==> config.mk <==
export PLATFORM = sky130hd
export DESIGN_NAME = hazard_control_unit
export DESIGN_NICKNAME = d
export VERILOG_FILES = /design/src/rtl/pipeline_pkg.sv /design/src/rtl/forwarding_unit.sv /design/src/rtl/hazard_control_unit.sv
export SDC_FILE = /design/constraint.sdc
export NUM_CORES = 1
export LEC_CHECK = 0
export BUFFER_PORTS_ARGS = -buffer_cell sky130_fd_sc_hd__buf_4
export CAP_MARGIN = 15
export CORE_ASPECT_RATIO = 1.75
export CORE_MARGIN = 4
export CORE_UTILIZATION = 45
export DETAILED_ROUTE_END_ITERATION = 16
export PLACE_DENSITY = 0.7
export SYNTH_ARGS = -nofsm -noshare
export SYNTH_HDL_FRONTEND = slang
export SYNTH_SLANG_ARGS = --single-unit
export TNS_END_PERCENT = 30
==> constraint.sdc <==
create_clock -name clk -period 4.9 [get_ports clk]
set_clock_uncertainty 0.1 [all_clocks]
set_input_delay 0.49 -clock clk [delete_from_list [all_inputs] [get_ports clk]]
set_output_delay 0.49 -clock clk [all_outputs]
set_load 0.03 [all_outputs]
==> src/rtl/pipeline_pkg.sv <==
// Shared encodings for the pipeline hazard controller: result/PC-source selects,
// forwarding selects and the data-memory handshake FSM states.
package pipeline_pkg;

  localparam logic [1:0] RESULT_LOAD = 2'b01;

  typedef enum logic [1:0] {
    PC4    = 2'b00,
    TARGET = 2'b01,
    JALR   = 2'b10
  } pcsrc_e;

  typedef enum logic [1:0] {
    FWD_RF = 2'b00,
    FWD_W  = 2'b01,
    FWD_M  = 2'b10
  } fwd_e;

  typedef enum logic {
    RUN      = 1'b0,
    MEM_WAIT = 1'b1
  } hcu_state_e;

  // A later stage produces a value for rs when it writes a non-x0 register equal to rs.
  function automatic logic reg_match(input logic we, input logic [4:0] rd, input logic [4:0] rs);
    return we && (rd != '0) && (rd == rs);
  endfunction

endpackage

==> src/rtl/forwarding_unit.sv <==
// Operand forwarding select for one Execute source register; Memory beats Writeback.
module forwarding_unit
  import pipeline_pkg::*;
(
  input  logic [4:0] RsE,
  input  logic [4:0] RdM,
  input  logic [4:0] RdW,
  input  logic       RegWriteM,
  input  logic       RegWriteW,
  output logic [1:0] ForwardE
);

  fwd_e sel;

  always_comb begin
    sel = FWD_RF;
    if (reg_match(RegWriteM, RdM, RsE)) begin
      sel = FWD_M;
    end else if (reg_match(RegWriteW, RdW, RsE)) begin
      sel = FWD_W;
    end
  end

  assign ForwardE = sel;

endmodule

==> src/rtl/hazard_control_unit.sv <==
// Pipeline hazard controller: forwarding, load-use stall, control-transfer flush,
// data-memory valid/ready wait FSM with timeout, and saturating perf counters.
module hazard_control_unit
  import pipeline_pkg::*;
#(
  parameter int CNT_W    = 32,
  parameter int MAX_WAIT = 15
) (
  input  logic             clk,
  input  logic             rst,
  input  logic [4:0]       Rs1D,
  input  logic [4:0]       Rs2D,
  input  logic [4:0]       Rs1E,
  input  logic [4:0]       Rs2E,
  input  logic [4:0]       RdE,
  input  logic [4:0]       RdM,
  input  logic [4:0]       RdW,
  input  logic             RegWriteM,
  input  logic             RegWriteW,
  input  logic [1:0]       ResultSrcE,
  input  logic [1:0]       PCSrcE,
  input  logic             MemAccessM,
  input  logic             dmem_ready,
  input  logic             perf_clr,
  output logic             dmem_valid,
  output logic             StallF,
  output logic             StallD,
  output logic             StallE,
  output logic             StallM,
  output logic             FlushD,
  output logic             FlushE,
  output logic             FlushW,
  output logic [1:0]       ForwardAE,
  output logic [1:0]       ForwardBE,
  output logic             mem_timeout,
  output logic [CNT_W-1:0] stall_cycles,
  output logic [CNT_W-1:0] flush_events
);

  hcu_state_e       state_q, state_d;
  logic [7:0]       wait_q, wait_d, wait_inc;
  logic             timeout_q, timeout_d;
  logic [CNT_W-1:0] stall_cnt_q, stall_cnt_d;
  logic [CNT_W-1:0] flush_cnt_q, flush_cnt_d;

  logic [1:0] fwd_a, fwd_b;
  logic       lw_stall, branch_taken, mem_stall, flush_count;

  forwarding_unit u_fwd_a (
    .RsE       (Rs1E),
    .RdM       (RdM),
    .RdW       (RdW),
    .RegWriteM (RegWriteM),
    .RegWriteW (RegWriteW),
    .ForwardE  (fwd_a)
  );

  forwarding_unit u_fwd_b (
    .RsE       (Rs2E),
    .RdM       (RdM),
    .RdW       (RdW),
    .RegWriteM (RegWriteM),
    .RegWriteW (RegWriteW),
    .ForwardE  (fwd_b)
  );

  assign lw_stall     = (ResultSrcE == RESULT_LOAD) && (RdE != '0) &&
                        ((RdE == Rs1D) || (RdE == Rs2D));
  assign branch_taken = (PCSrcE != PC4);
  // The miss cycle in RUN already stalls, so the wait looks identical from its first cycle.
  assign mem_stall    = !dmem_ready && ((state_q == MEM_WAIT) || MemAccessM);

  always_comb begin
    dmem_valid  = 1'b0;
    StallF      = 1'b0;
    StallD      = 1'b0;
    StallE      = 1'b0;
    StallM      = 1'b0;
    FlushD      = 1'b0;
    FlushE      = 1'b0;
    FlushW      = 1'b0;
    ForwardAE   = FWD_RF;
    ForwardBE   = FWD_RF;
    flush_count = 1'b0;
    if (!rst) begin
      dmem_valid = (state_q == MEM_WAIT) || MemAccessM;
      ForwardAE  = fwd_a;
      ForwardBE  = fwd_b;
      if (mem_stall) begin
        StallF = 1'b1;
        StallD = 1'b1;
        StallE = 1'b1;
        StallM = 1'b1;
        FlushW = 1'b1;
      end else if (branch_taken) begin
        FlushD      = 1'b1;
        FlushE      = 1'b1;
        flush_count = 1'b1;
      end else if (lw_stall) begin
        StallF = 1'b1;
        StallD = 1'b1;
        FlushE = 1'b1;
      end
    end
  end

  always_comb begin
    state_d   = state_q;
    wait_inc  = (wait_q == '1) ? wait_q : wait_q + 8'd1;
    wait_d    = '0;
    timeout_d = timeout_q;
    unique case (state_q)
      RUN: begin
        if (MemAccessM && !dmem_ready) state_d = MEM_WAIT;
      end
      MEM_WAIT: begin
        wait_d = wait_inc;
        if (wait_inc >= 8'(MAX_WAIT)) timeout_d = 1'b1;
        if (dmem_ready) state_d = RUN;
      end
      default: state_d = RUN;
    endcase
  end

  always_comb begin
    stall_cnt_d = stall_cnt_q;
    flush_cnt_d = flush_cnt_q;
    if (perf_clr) begin
      stall_cnt_d = '0;
      flush_cnt_d = '0;
    end else begin
      if (StallF && (stall_cnt_q != '1)) stall_cnt_d = stall_cnt_q + 1'b1;
      if (flush_count && (flush_cnt_q != '1)) flush_cnt_d = flush_cnt_q + 1'b1;
    end
  end

  always_ff @(posedge clk) begin
    if (rst) begin
      state_q     <= RUN;
      wait_q      <= '0;
      timeout_q   <= 1'b0;
      stall_cnt_q <= '0;
      flush_cnt_q <= '0;
    end else begin
      state_q     <= state_d;
      wait_q      <= wait_d;
      timeout_q   <= timeout_d;
      stall_cnt_q <= stall_cnt_d;
      flush_cnt_q <= flush_cnt_d;
    end
  end

  assign mem_timeout  = timeout_q;
  assign stall_cycles = stall_cnt_q;
  assign flush_events = flush_cnt_q;

endmodule

# Word-level counts from Yosys, hierarchy flattened
# Index checks and enable logic that the tools add are counted.
word_totals:
  register_bits: 74
  word_cells: 65
  out_inout_bits: 77
classes:
  reduce_logical: 22
  muxes: 23
  eq_ne: 10
  n_bitwise: 1
  n_addsub: 3
  n_lt_le_gt_ge: 1
op_table:
  columns: ["operator", "n"]
  rows:
  - ["adder 32 x 1 -> 32 bit (second input constant)", 2]
  - ["!= test 32 bit (second input constant)", 2]
  - ["equality test 5 bit", 6]
  - ["two-way mux 1 bit", 17]
  - ["nonzero test 5 bit", 3]
  - ["logical AND 1 bit", 12]
  - ["adder 8 x 1 -> 8 bit (second input constant)", 1]
  - ["equality test 8 bit (second input constant)", 1]
  - ["greater-or-equal comparator 8 x 4 -> 1 bit (second input constant)", 1]
  - ["two-way mux 2 bit", 4]
  - ["two-way mux 8 bit", 1]
  - ["OR reduction 2 bit", 2]
  - ["equality test 2 x 1 -> 1 bit (second input constant)", 1]
  - ["logical OR 1 bit", 2]
  - ["one-hot mux 1 bit (2 select lines)", 1]
  - ["AND reduction 2 bit", 1]
  - ["nonzero test 2 bit", 1]
  - ["zero test 1 bit", 1]
  - ["inverter 1 bit", 1]

# Longest topological paths before layout
depth:
  word_depth: 8
  ltp_mapped: 9
  depth_no_buf: 8

# Hierarchy
# From an unflattened synthesis, not the netlist that was laid out.
unflattened:
  cells_unflattened: 489
  area_unflattened_um2: 4098.9
modules_own_cells:
  columns: ["module", "cells_per_inst", "area_per_inst_um2", "seq_area_each_um2", "n_inst"]
  rows:
  - ["hazard_control_unit", 449, 3796.1, 1481.4, 1]
  - ["forwarding_unit", 20, 151.4, 0.0, 2]

# Least setup slack after synthesis
# Ideal clock, no wire load.
synth_timing:
  kind: "input to output"
  startpoint: "input RdM[0]"
  endpoint: "output ForwardAE[0]"
  cell_stages: 4
  path_slack_ps: 1905
  arrival_time_ps: 2405
  cell_sequence: "or4_1 -> o21ai_0 -> nor3_1 -> nor4_1"
synth_via:
  elab_chain_cells: 5
synth_rtl:
  columns: ["element", "line", "rtl"]
  rows:
  - ["start: declaration", "hazard_control_unit.sv:16", "input logic [4:0] RdM,"]
  - ["nonzero test 5 bit", "pipeline_pkg.sv:26", "return we && (rd != '0) && (rd == rs);"]
  - ["logical AND 1 bit", "pipeline_pkg.sv:26", null]
  - ["logical AND 1 bit *", "pipeline_pkg.sv:26", null]
  - ["two-way mux 2 bit *", "forwarding_unit.sv:17", "if (reg_match(RegWriteM, RdM, RsE)) begin"]
  - ["two-way mux 2 bit *", "hazard_control_unit.sv:85", "if (!rst) begin"]
  - ["end: declaration", "hazard_control_unit.sv:33", "output logic [1:0] ForwardAE,"]
# Every way passes the cells marked *; elsewhere a longest branch is shown, timed or not.

# Final worst setup path
layout_timing:
  startpoint: "input RdE[1]"
  endpoint: "output StallF"
layout_via:
  elab_chain_cells: 7
layout_rtl:
  columns: ["element", "line", "rtl"]
  rows:
  - ["start: declaration", "hazard_control_unit.sv:15", "input logic [4:0] RdE,"]
  - ["equality test 5 bit or nonzero test 5 bit (tied branches)", "hazard_control_unit.sv:68, hazard_control_unit.sv:67", null]
  - ["logical OR 1 bit or logical AND 1 bit (tied branches)", "hazard_control_unit.sv:68, hazard_control_unit.sv:67", null]
  - ["logical AND 1 bit *", "hazard_control_unit.sv:67", "assign lw_stall = (ResultSrcE == RESULT_LOAD) && (RdE != '0) &&"]
  - ["two-way mux 1 bit *", "hazard_control_unit.sv:99", "end else if (lw_stall) begin"]
  - ["two-way mux 1 bit *", "hazard_control_unit.sv:95", "end else if (branch_taken) begin"]
  - ["two-way mux 1 bit *", "hazard_control_unit.sv:89", "if (mem_stall) begin"]
  - ["two-way mux 1 bit *", "hazard_control_unit.sv:85", null]
  - ["end: declaration", "hazard_control_unit.sv:26", "output logic StallF,"]
# Marked as above.

==> qor.txt <==
Outcome - finished clean
Syn Area/Cell - 7.99 µm²
Vias - 4363
Slew HR - 0.297
Initial antenna violation count - 0
CTS tree - done
Inserted Clock Buffers - 9
Worst slew pin tran - 1.05 ns
Peak supply drop - 176 µV
Fin cells - 765
DRC viols - 0
DR iter-0 viols - 258
Placed Cells - 748
Core Box Area - 9090 µm²
Min-delay worst type - in -> reg
Fin crit period - 2.80 ns
IO buf count - 122
PD cells - 247 nW/µm²
Area Growth Syn to Fin - 31.1%
Initial DRT Pass Iterations - 4
Post-Syn Area - 4180 µm²
Most used flip-flop cell after synthesis - dfxtp_1
Setup Buffers After CTS - 0
GRT Overall Usage - 0.217
Die width - 80.8 µm
Avg WL per Cell - 15.6 µm
Sequential area share after synthesis - 0.355
Crit. End Element - primary output
Setup violations, final - 0
Vias in the first global route - 4090
Hold Slack - 0.347 ns
Largest net degree at the start of global routing - 60
Period utilization - 0.572
P_leak - 1.94 nW
CP max stage cell - or4_1
Share of cells above drive strength 1 - 0.233
Required @ worst endpoint - 4.31 ns
Share of the synthesized area in the top cell type - 0.355
Max Slew Vio Count - 0
Ranking of synthesized cells by area - dfxtp_1, xnor2_1, nor2_1
Crit Reg-Reg Startpoint - flush_events[14]$_SDFFE_PP0P_
Die area - 11000 µm²
Critical path type - in -> out
CTS max path bufs - 2
CP cell instances - buf_4 > or4_1 > o211ai_1 > inv_1 > a21oi_2 > inv_2 > buf_4
Mapped Nets - 572
Diode count - 0
Starting Density - 0.459
Nets - 689
Worst-path clk slew - 0.06 ns
Final ANT Viol Nets - 0
# IOs - 123
Clk sinks - 74
Row cnt - 46
Worst-skew pair later-pin latency - 0.33 ns
DIE HEIGHT - 135 µm
Post-CTS sizing - 0
Yosys warning total - 0
Hold Buf Count CTS - 0
H-tree depth - 3
Max-cap violation count - 0
F_max - 357 MHz
Final Hold Fails - 0
FF-to-FF path depth - 6
Post-Syn Instances - 523
CP Launch Type - input pin
Average vias per placed instance - 5.70
Area leader, netlist - dfxtp_1
FF-to-FF End - flush_events[9]$_SDFFE_PP0P_
Most used cell, CP - buf_4
Detail Placement HPWL - 8920 µm
RSZ-0062 raised after global routing - no
Min-Delay Path Depth - 2
GP Congestion - 0.817
WL final - 11900 µm
Ys async rst share - 0
Worst Setup EP - StallF
Max stage delay on crit path - 0.56 ns
Setup_tns - 0 ns
Grt ovf - 0
Post-synth EDFFs - 0
Critical path startpoint - RdE[1]
Post-synthesis cell type count - 45
CTS Root Cell - clkbuf_16
Synth Register Bits - 74
First-pass GRT wire length - 19000 µm
CP arrival - 2.21 ns
Finished Core Util - 0.602
R2R Setup Slk - 2.22 ns
Crit path max fanout - 9
[layer usage]
| metal | vias up | GRT usage | wire length (µm) |
|---|---|---|---|
| met4 | 0 | 0.0789 | 203 |
| met5 | - | 0 | 0 |
| met3 | 17 | 0.0539 | 828 |
| met1 | 2056 | 0.239 | 4540 |
| met2 | 128 | 0.393 | 6340 |
| li1 | 2162 | - | - |
[report_power, final]
group | total, mW | switching (mW) | internal [mW]
Sequential | 0.605 | 0.00197 | 0.603
Clock | 0.626 | 0.243 | 0.383
Combinational | 0.121 | 0.0656 | 0.0553
[worst min path at each step]
stage / startpoint / to / slack (ns)
after CTS: rst / mem_timeout$_SDFFE_PP0P_ / 0.34
final: rst / mem_timeout$_SDFFE_PP0P_ / 0.35
after floorplan: state_q$_SDFF_PP0_ / mem_timeout$_SDFFE_PP0P_ / 0.37
after global routing: rst / mem_timeout$_SDFFE_PP0P_ / 0.34
after global placement: stall_cycles[16]$_SDFFE_PP0P_ / stall_cycles[16]$_SDFFE_PP0P_ / 0.39
after detailed placement: stall_cycles[20]$_SDFFE_PP0P_ / stall_cycles[20]$_SDFFE_PP0P_ / 0.42
[cell families (layout without fill, tap and decap cells)]
logic type,after synthesis,count (layout),synth area share
AO/OA/AOI/OAI,84,84,0.118
XOR/XNOR,61,61,0.128
adder cells (fa/ha/maj),3,3,0.00899
buffers and inverters,32,154,0.0344
flip-flops,74,74,0.355
multiplexers,6,6,0.0144
AND/OR/NAND/NOR,263,263,0.341
[worst max-delay path, delay by kind of cell]
family	cells	cell delay, ns
buf+inv	4	0.50
simple gates	1	0.56
compound gates	2	0.65
[state kept, by name, summed over array words and instances, names as in the netlist]
| name | flops |
|---|---|
| flush_events | 32 |
| mem_timeout | 1 |
| wait_q | 8 |
| state_q | 1 |
| stall_cycles | 32 |
[final cells by class]
| class | count | area, µm² |
|---|---|---|
| inverters | 13 | 48.8 |
| fillers | 879 | 3620 |
| clock inverters | 2 | 10.0 |
| well taps | 120 | 150 |
| clock buffers | 14 | 274 |
| flip-flops and latches | 74 | 1480 |
| multi-input cells | 417 | 2560 |
| repair buffers | 125 | 951 |
[cell usage after synthesis, types with 2 or more instances]
cell type	count
nor2b_1	2
nor4_1	18
o21ai_0	22
o211ai_1	2
clkbuf_1	9
nand4_1	22
a21oi_1	34
o31ai_1	8
a211oi_1	3
nor4b_1	2
nand3_1	38
a31oi_1	6
dfxtp_1	74
or2_2	3
xnor2_1	48
and4_1	9
and2_1	2
nor2_1	54
ha_1	3
buf_2	4
xor2_1	13
nor3_1	27
buf_4	5
inv_1	12
or4_1	16
or3_1	25
mux2i_1	6
nand2_1	35
o21ai_1	2
and3_1	4
[cell usage in the layout, fill, tap and decap left out, types with 12 or more instances in the layout]
master	count
a21oi_1	33
buf_4	124
dfxtp_1	74
inv_1	12
nand2_1	35
nand3_1	38
nand4_1	22
nor2_1	54
nor3_1	26
nor4_1	18
o21ai_0	22
or3_1	25
or4_1	16
xnor2_1	48
xor2_1	13
[per-stage QoR]
stage / power (mW) / instance area [µm²] / setup WS, ns
after floorplan: 0.683 / 4180 / 1.90
after global placement: 0.736 / 5170 / 2.15
after detailed placement: 0.738 / 5170 / 2.08
after CTS: 1.36 / 5460 / 2.08
after global routing: 1.40 / 5480 / 2.01
final: 1.35 / 5480 / 2.10
No activity file was read; power rests on OpenSTA's default activity.
